===== config.mk =====
export PLATFORM = sky130hd
export DESIGN_NAME = mux_scan_sequencer
export DESIGN_NICKNAME = d
export VERILOG_FILES = /design/src/rtl/mux_scan_sequencer.sv
export SDC_FILE = /design/constraint.sdc
export NUM_CORES = 1
export LEC_CHECK = 0
export CAP_MARGIN = 5
export CORE_MARGIN = 2
export CORE_UTILIZATION = 52
export CTS_CLUSTER_DIAMETER = 80
export DETAILED_ROUTE_END_ITERATION = 8
export PLACE_DENSITY = 0.75
export SLEW_MARGIN = 40
export SYNTH_ARGS = -nofsm -noshare
export SYNTH_HDL_FRONTEND = slang
export SYNTH_SLANG_ARGS = --single-unit

===== constraint.sdc =====
create_clock -name clk -period 2.25 [get_ports clk]
set_input_delay 0.45 -clock clk [delete_from_list [all_inputs] [get_ports clk]]
set_output_delay 0.45 -clock clk [all_outputs]
set_load 0.03 [all_outputs]

===== src/rtl/mux_scan_sequencer.sv =====
// Scan sequencer around a 4:1 select mux: steps the select lines through the
// enabled channels, waits for the mux to settle, and hands out a 4-bit sample word.
//
// state  | meaning
// IDLE   | waiting for start, select lines parked on channel 0
// SCAN   | one cycle per channel: skip masked channel or arm settle timer
// SETTLE | timer counting down; capture mux_out when it reaches zero
// DONE   | sample word valid, held until the consumer takes it
module mux_scan_sequencer #(
  parameter int unsigned SETTLE_CYCLES = 2,
  parameter int unsigned CNT_W         = 4
) (
  input  logic       clk,
  input  logic       rst_n,
  input  logic       start,
  input  logic       continuous,
  input  logic [3:0] enable_mask,
  output logic       addr0,
  output logic       addr1,
  input  logic       mux_out,
  output logic [3:0] sample_data,
  output logic       valid,
  input  logic       ready,
  output logic       busy
);

  typedef enum logic [1:0] {IDLE, SCAN, SETTLE, DONE} state_t;

  localparam logic [CNT_W-1:0] SETTLE_LOAD = CNT_W'(SETTLE_CYCLES);
  localparam logic [CNT_W-1:0] CNT_ONE     = CNT_W'(1);

  state_t           state, state_nxt;
  logic [1:0]       ch, ch_nxt;
  logic [3:0]       mask_q, mask_nxt;
  logic [CNT_W-1:0] cnt, cnt_nxt;
  logic [3:0]       data_q, data_nxt;
  logic             valid_q, valid_nxt;

  always_ff @(posedge clk or negedge rst_n) begin
    if (!rst_n) begin
      state   <= IDLE;
      ch      <= 2'd0;
      mask_q  <= 4'd0;
      cnt     <= '0;
      data_q  <= 4'd0;
      valid_q <= 1'b0;
    end else begin
      state   <= state_nxt;
      ch      <= ch_nxt;
      mask_q  <= mask_nxt;
      cnt     <= cnt_nxt;
      data_q  <= data_nxt;
      valid_q <= valid_nxt;
    end
  end

  always_comb begin
    state_nxt = state;
    ch_nxt    = ch;
    mask_nxt  = mask_q;
    cnt_nxt   = cnt;
    data_nxt  = data_q;
    valid_nxt = valid_q;
    case (state)
      IDLE: begin
        if (start) begin
          mask_nxt  = enable_mask;
          ch_nxt    = 2'd0;
          data_nxt  = 4'd0;
          state_nxt = SCAN;
        end
      end
      SCAN: begin
        if (mask_q[ch]) begin
          cnt_nxt   = SETTLE_LOAD;
          state_nxt = SETTLE;
        end else begin
          data_nxt[ch] = 1'b0;
          if (ch == 2'd3) begin
            ch_nxt    = 2'd0;
            valid_nxt = 1'b1;
            state_nxt = DONE;
          end else begin
            ch_nxt = ch + 2'd1;
          end
        end
      end
      SETTLE: begin
        if (cnt != '0) begin
          cnt_nxt = cnt - CNT_ONE;
        end else begin
          data_nxt[ch] = mux_out;
          if (ch == 2'd3) begin
            ch_nxt    = 2'd0;
            valid_nxt = 1'b1;
            state_nxt = DONE;
          end else begin
            ch_nxt    = ch + 2'd1;
            state_nxt = SCAN;
          end
        end
      end
      DONE: begin
        // start is deliberately not looked at here; only the handshake moves us on
        if (ready) begin
          valid_nxt = 1'b0;
          if (continuous) begin
            mask_nxt  = enable_mask;
            ch_nxt    = 2'd0;
            data_nxt  = 4'd0;
            state_nxt = SCAN;
          end else begin
            state_nxt = IDLE;
          end
        end
      end
      default: state_nxt = IDLE;
    endcase
  end

  assign addr0       = ch[0];
  assign addr1       = ch[1];
  assign sample_data = data_q;
  assign valid       = valid_q;
  assign busy        = (state != IDLE);

endmodule

# Word-level counts from Yosys, hierarchy flattened
# Index checks and enable logic that the tools add are counted.
[totals] word_cells=74 ff_bits=17 inputBits=10
[classes] eq_ne=12 n_lt_le_gt_ge=2 bitwise=2 muxes=38 reduce_logical=12 addsub=2
[ops] operator="2-to-1 mux 4 bit" count=10
[ops] operator="2-to-1 mux 2 bit" count=12
[ops] operator="one-hot mux 2 bit (4 select lines)" count=2
[ops] operator="one-hot mux 4 bit (2 select lines)" count=2
[ops] operator="one-hot mux 4 bit (4 select lines)" count=1
[ops] operator="inequality test 2 bit, second input constant" count=7
[ops] operator="AND reduction 4 bit" count=3
[ops] operator="2-to-1 mux 1 bit" count=7
[ops] operator="equality test 2 bit, second input constant" count=3
[ops] operator="nonzero test 2 bit" count=3
[ops] operator="AND reduction 5 bit" count=1
[ops] operator="AND 4 bit" count=1
[ops] operator="bitwise mux 4 bit" count=1
[ops] operator="NOT 4 bit" count=1
[ops] operator="nonzero test 4 bit" count=1
[ops] operator="subtractor 4 x 1 -> 4 bit, second input constant" count=1
[ops] operator="less-than comparator 2 x 3 -> 1 bit, second input constant" count=1
[ops] operator="inequality test 3 bit, second input constant" count=1
[ops] operator="one-hot mux 1 bit (3 select lines)" count=1
[ops] operator="AND reduction 3 bit" count=1
[ops] operator="nonzero test 3 bit" count=1
[ops] operator="adder 2 x 1 -> 2 bit, second input constant" count=1
[ops] operator="binary-select mux 1 bit (select 2 bit)" count=1
[ops] operator="demux 1 bit (select 2 bit)" count=1
[ops] operator="4 further kinds" count=4

# Logic depth before layout (Yosys ltp)
[depth] ltp_word=8 ltp_mapped=7 mapped_depth_nobuf=6

# Worst setup path before layout
# No wires, ideal clock.
[synth_timing] path_kind="flip-flop to flip-flop" start="reg ch[0]" end="reg data_q[0] (netlist: sample_data[0])" setup_ns=0.129 path_stages_with_launch=5 t_arrival_ns=1.792 path_buffers=0 required_time_ns=2.121 slack_ns=0.329 path_cell_list="dfrtp_1 > mux4_2 > a22o_4 > o31ai_1 > o21ai_1"
[synth_via] elab_chain_len=8 word_cells_on_any_way=15 cone_classes="order compare (2); eq/ne (1); mux (8); bitwise (2); reduce/logical (2)"
[synth_rtl] item="from (decl)" line="33" source="logic [1:0] ch, ch_nxt;"
[synth_rtl] item="from (signal assigned)" line="49" source="ch <= ch_nxt;"
[synth_rtl] item="less-than comparator 2 x 3 -> 1 bit (implied by the code) or greater-or-equal comparator 2 x 1 -> 1 bit (tied branches)" line="78, 92"
[synth_rtl] item="logical AND 1 bit (implied by the code)" line="78, 92"
[synth_rtl] item="2-to-1 mux 1 bit (implied by the code)" line="78, 92"
[synth_rtl] item="demux 1 bit (select 2 bit)" line="78, 92"
[synth_rtl] item="NOT 4 bit (no source line)"
[synth_rtl] item="AND 4 bit (no source line)"
[synth_rtl] item="2-to-1 mux 4 bit" line="74" source="if (mask_q[ch]) begin"
[synth_rtl] item="one-hot mux 4 bit (4 select lines)" line="64" source="case (state)"
[synth_rtl] item="to (signal assigned)" line="52" source="data_q <= data_nxt;"
[synth_rtl] item="to (decl)" line="36" source="logic [3:0] data_q, data_nxt;"
# Parallel ways exist; a longest one is shown, timed or not. The select of a mux whose other input is x is not followed.
# A chain may end at the register's enable or synchronous reset.

# Final worst setup path
[layout_timing] start="reg cnt[0]" end="reg state[1]"
[layout_via] elab_chain_len=3
[layout_rtl] item="from (decl)" line="35" source="logic [CNT_W-1:0] cnt, cnt_nxt;"
[layout_rtl] item="from (signal assigned)" line="51" source="cnt <= cnt_nxt;"
[layout_rtl] item="nonzero test 4 bit" line="89" source="if (cnt != '0) begin"
[layout_rtl] item="inequality test 2 bit (no source line)"
[layout_rtl] item="AND reduction 4 bit (no source line)"
[layout_rtl] item="to (signal assigned)" line="48" source="state <= state_nxt;"
[layout_rtl] item="to (decl)" line="32" source="state_t state, state_nxt;"
# Every way passes these cells.

==> qor.csv <==
stage,metric,value,unit
detailed_routing,routed-via-count,878,
detailed_routing,wirelength,2160,um
critical_path,arrival,2.18,ns
worst_hold_path,worstHoldPathType,in2async,
final_layout,syn_to_final_growth,22.0,%
grt,grt_usage,19.5,%
cts,cts_buffers,3,
outcome,outcome,"complete, no violations",
pwr,p_clk_share,9.3,%
final_layout,final_common_cell,dfrtp_1,
cts,cts_setup_buffers,0,
pwr,pwr-share-seq,29.0,%
logic_synthesis,yosys_warnings,0,
timing,setup_viol,0,
cts,htreeDepth,1,
floorplan,rows,16,
final_layout,regArea,425,sq um
placed_design,post-dp-hpwl,1720,um
floorplan,die-area,2460,sq um
critical_path,required,2.45,ns
critical_path,startpoint_type,flop,
timing,holdWs,0.464,ns
pwr,powerDensity,1380,nW/um^2
logic_synthesis,synth-simple-area-share,17.5,%
detailed_routing,drc,0,
placed_design,dpl_cell_area,1290,sq um
cts,clk-insertion-delay-late,0.29,ns
cts,ctsHoldBuffers,0,
grt,grt_max_degree,18,
cts,clk_pin_slew,0.11,ns
pwr,leakagePower,0.616,nW
timing,slew_headroom,70.9,%
logic_synthesis,yosys_most_used_dff,dfrtp_1,
final_layout,final_area,1320,sq um
pwr,p_switching,0.838,mW
logic_synthesis,synthAdderAreaFrac,12.7,%
floorplan,initial_core_util,55.0,%
cts,clockBufferDepth,2,
logic_synthesis,synth_compound_area_share,18.1,%
final_layout,final_cell_mix,"dfrtp_1 (17), clkdlybuf4s50_1 (16), inv_1 (14)",
timing,period_share,88.1,%
flow_run,drv_cap,0,
detailed_routing,drt-initial-drc-count,15,
pwr,vdd_drop_max,0.855,mV
logic_synthesis,synth_edf_count,0,
cts,clock_sinks,17,
critical_path,path_class,reg2reg,
logic_synthesis,ys_types,34,
cts,cts_resized,0,
floorplan,die_x,49.6,um
pwr,intPower,0.976,mW
grt,grt_pass1_vias,887,
final_layout,layout-drive-gt1-share,12.3,%
placed_design,portBuffers,17,
pwr,swShare,46.2,%
pwr,power_frac_comb,61.6,%
timing,hold_viol,0,
grt,gr-total-overflow,0,
logic_synthesis,synth_seq_cells,17,
timing,finalSetupTns,0,ns
logic_synthesis,ys_seq_area_share,39.4,%
floorplan,core-area,1960,sq um
grt,antenna_found_initial,0,
cts,clock-root-buffer,clkbuf_4,
timing,finalClockSkew,0.00317,ns
logic_synthesis,async_flop_share,100,%
placed_design,place.gp.congestion,0.842,
logic_synthesis,synthMuxAreaShare,6.26,%
detailed_routing,wl_per_cell,13.8,um
logic_synthesis,netlist_area,1080,sq um
logic_synthesis,syn_area_per_cell,9.91,sq um
final_layout,multi_input_area,598,sq um
timing,min_period,1.98,ns
logic_synthesis,syn-num-nets,130,
timing,rsz0062_at_grt,no,
critical_path,end_kind,flop,
cts,cts_tree,yes,
critical_path,crit_fanout,4,
timing,max_freq,0.504,GHz
timing,worst-slew-pin-transition,0.432,ns
final_layout,n_antenna_cell,0,
logic_synthesis,syn_inst,109,
grt,grt_first_pass_wirelength,3730,um
logic_synthesis,synth_xor_area_share,0.811,%
floorplan,ios,18,
detailed_routing,ant_nets,0,
floorplan,die_h,49.6,um
final_layout,nets,152,
timing,drv_slew,0,
logic_synthesis,synth_top_family_by_area,compound AO/OA/AOI/OAI gates,
final_layout,fillers,177,
detailed_routing,viasPerCell,5.59,
detailed_routing,drtPass1Iterations,4,
-- cell families after synthesis --
kind of cell,Yosys count
AND/OR/NAND/NOR,31
AO/OA/AOI/OAI,29
flip-flops,17
XOR/XNOR,1
adder cells (fa/ha/maj),11
buffers and inverters,15
multiplexers,5
-- path summary, 6_finish.rpt --
| path | startpoint | end | slack [ns] | depth (start not counted) |
|---|---|---|---|---|
| max in group asynchronous | rst_n | cnt[0]$_DFFE_PN0P_ | 1.60 | 2 |
| setup / recovery | cnt[0]$_DFFE_PN0P_ | state[1]$_DFFE_PN0P_ | 0.27 | 6 |
| setup reg to reg | cnt[0]$_DFFE_PN0P_ | state[1]$_DFFE_PN0P_ | 0.27 | 6 |
| hold reg to reg | mask_q[3]$_DFFE_PN0P_ | mask_q[3]$_DFFE_PN0P_ | 0.52 | 1 |
| hold / removal | rst_n | sample_data[3]$_DFFE_PN0P_ | 0.46 | 2 |
| min in group clk | mask_q[3]$_DFFE_PN0P_ | mask_q[3]$_DFFE_PN0P_ | 0.52 | 1 |
-- Yosys cell counts (2+ instances only) --
cell type	instances	area, sq um
nor2_1	8	30.0
a2bb2oi_1	2	17.5
nand3_1	2	10.0
nor2b_1	2	12.5
nand2_1	4	15.0
nand4_1	2	12.5
o21ai_0	7	35.0
inv_1	14	52.6
and3_1	2	12.5
o31ai_1	5	37.5
dfrtp_1	17	425
ha_1	11	138
or3_1	2	12.5
o21ai_1	4	20.0
a21oi_1	4	20.0
mux2_2	4	45.0
nor3_1	2	10.0
-- area by class of cell --
class	instances	share of cell area, %
clock buffer	3	1.71
clock inverter	1	0.380
inverter	14	3.99
multi-input combinational	77	45.4
sequential	17	32.3
tap	27	2.56
timing repair buffer	18	13.7
-- worst max-delay path: stages, from the launching register on --
cell      delay (ns)
dfrtp_1         0.41
inv_1           0.09
ha_1            0.16
or3b_4          0.41
a211oi_1        0.39
a21oi_1         0.14
nor4_2          0.29
-- metrics by stage --
stage               cells  power, mW  setup WS (ns)  utilization (%)
finish                157       1.81          0.267             67.2
global placement      153       1.60          0.206             65.6
floorplan             109       1.35          0.329                -
detailed placement    153       1.64          0.157             65.6
CTS                   157       1.82        0.00333             67.0
global route          157       1.96          0.171             67.2
-- power groups by stage --
stage | Clock [mW] | Combinational [mW] | Sequential, mW
2_1_floorplan | 0 | 0.787 | 0.563
3_3_place_gp | 0 | 1.07 | 0.528
3_5_place_dp | 0 | 1.11 | 0.536
4_1_cts | 0.174 | 1.11 | 0.528
5_1_grt | 0.191 | 1.23 | 0.544
6_report | 0.169 | 1.12 | 0.527
-- metal layers --
| layer | global-route usage, % | up-vias | routed length (um) |
|---|---|---|---|
| met1 | 24.8 | 423 | 997 |
| met2 | 33.1 | 19 | 1080 |
| met5 | 0 | - | 0 |
| li1 | - | 434 | - |
| met4 | 6.48 | 0 | 17 |
| met3 | 3.94 | 2 | 73 |
-- state kept, by name (all words and copies together), names as in the netlist --
signal       count
cnt              4
mask_q           4
sample_data      4
ch               2
state            2
valid            1
(Power assumes the default switching activity.)
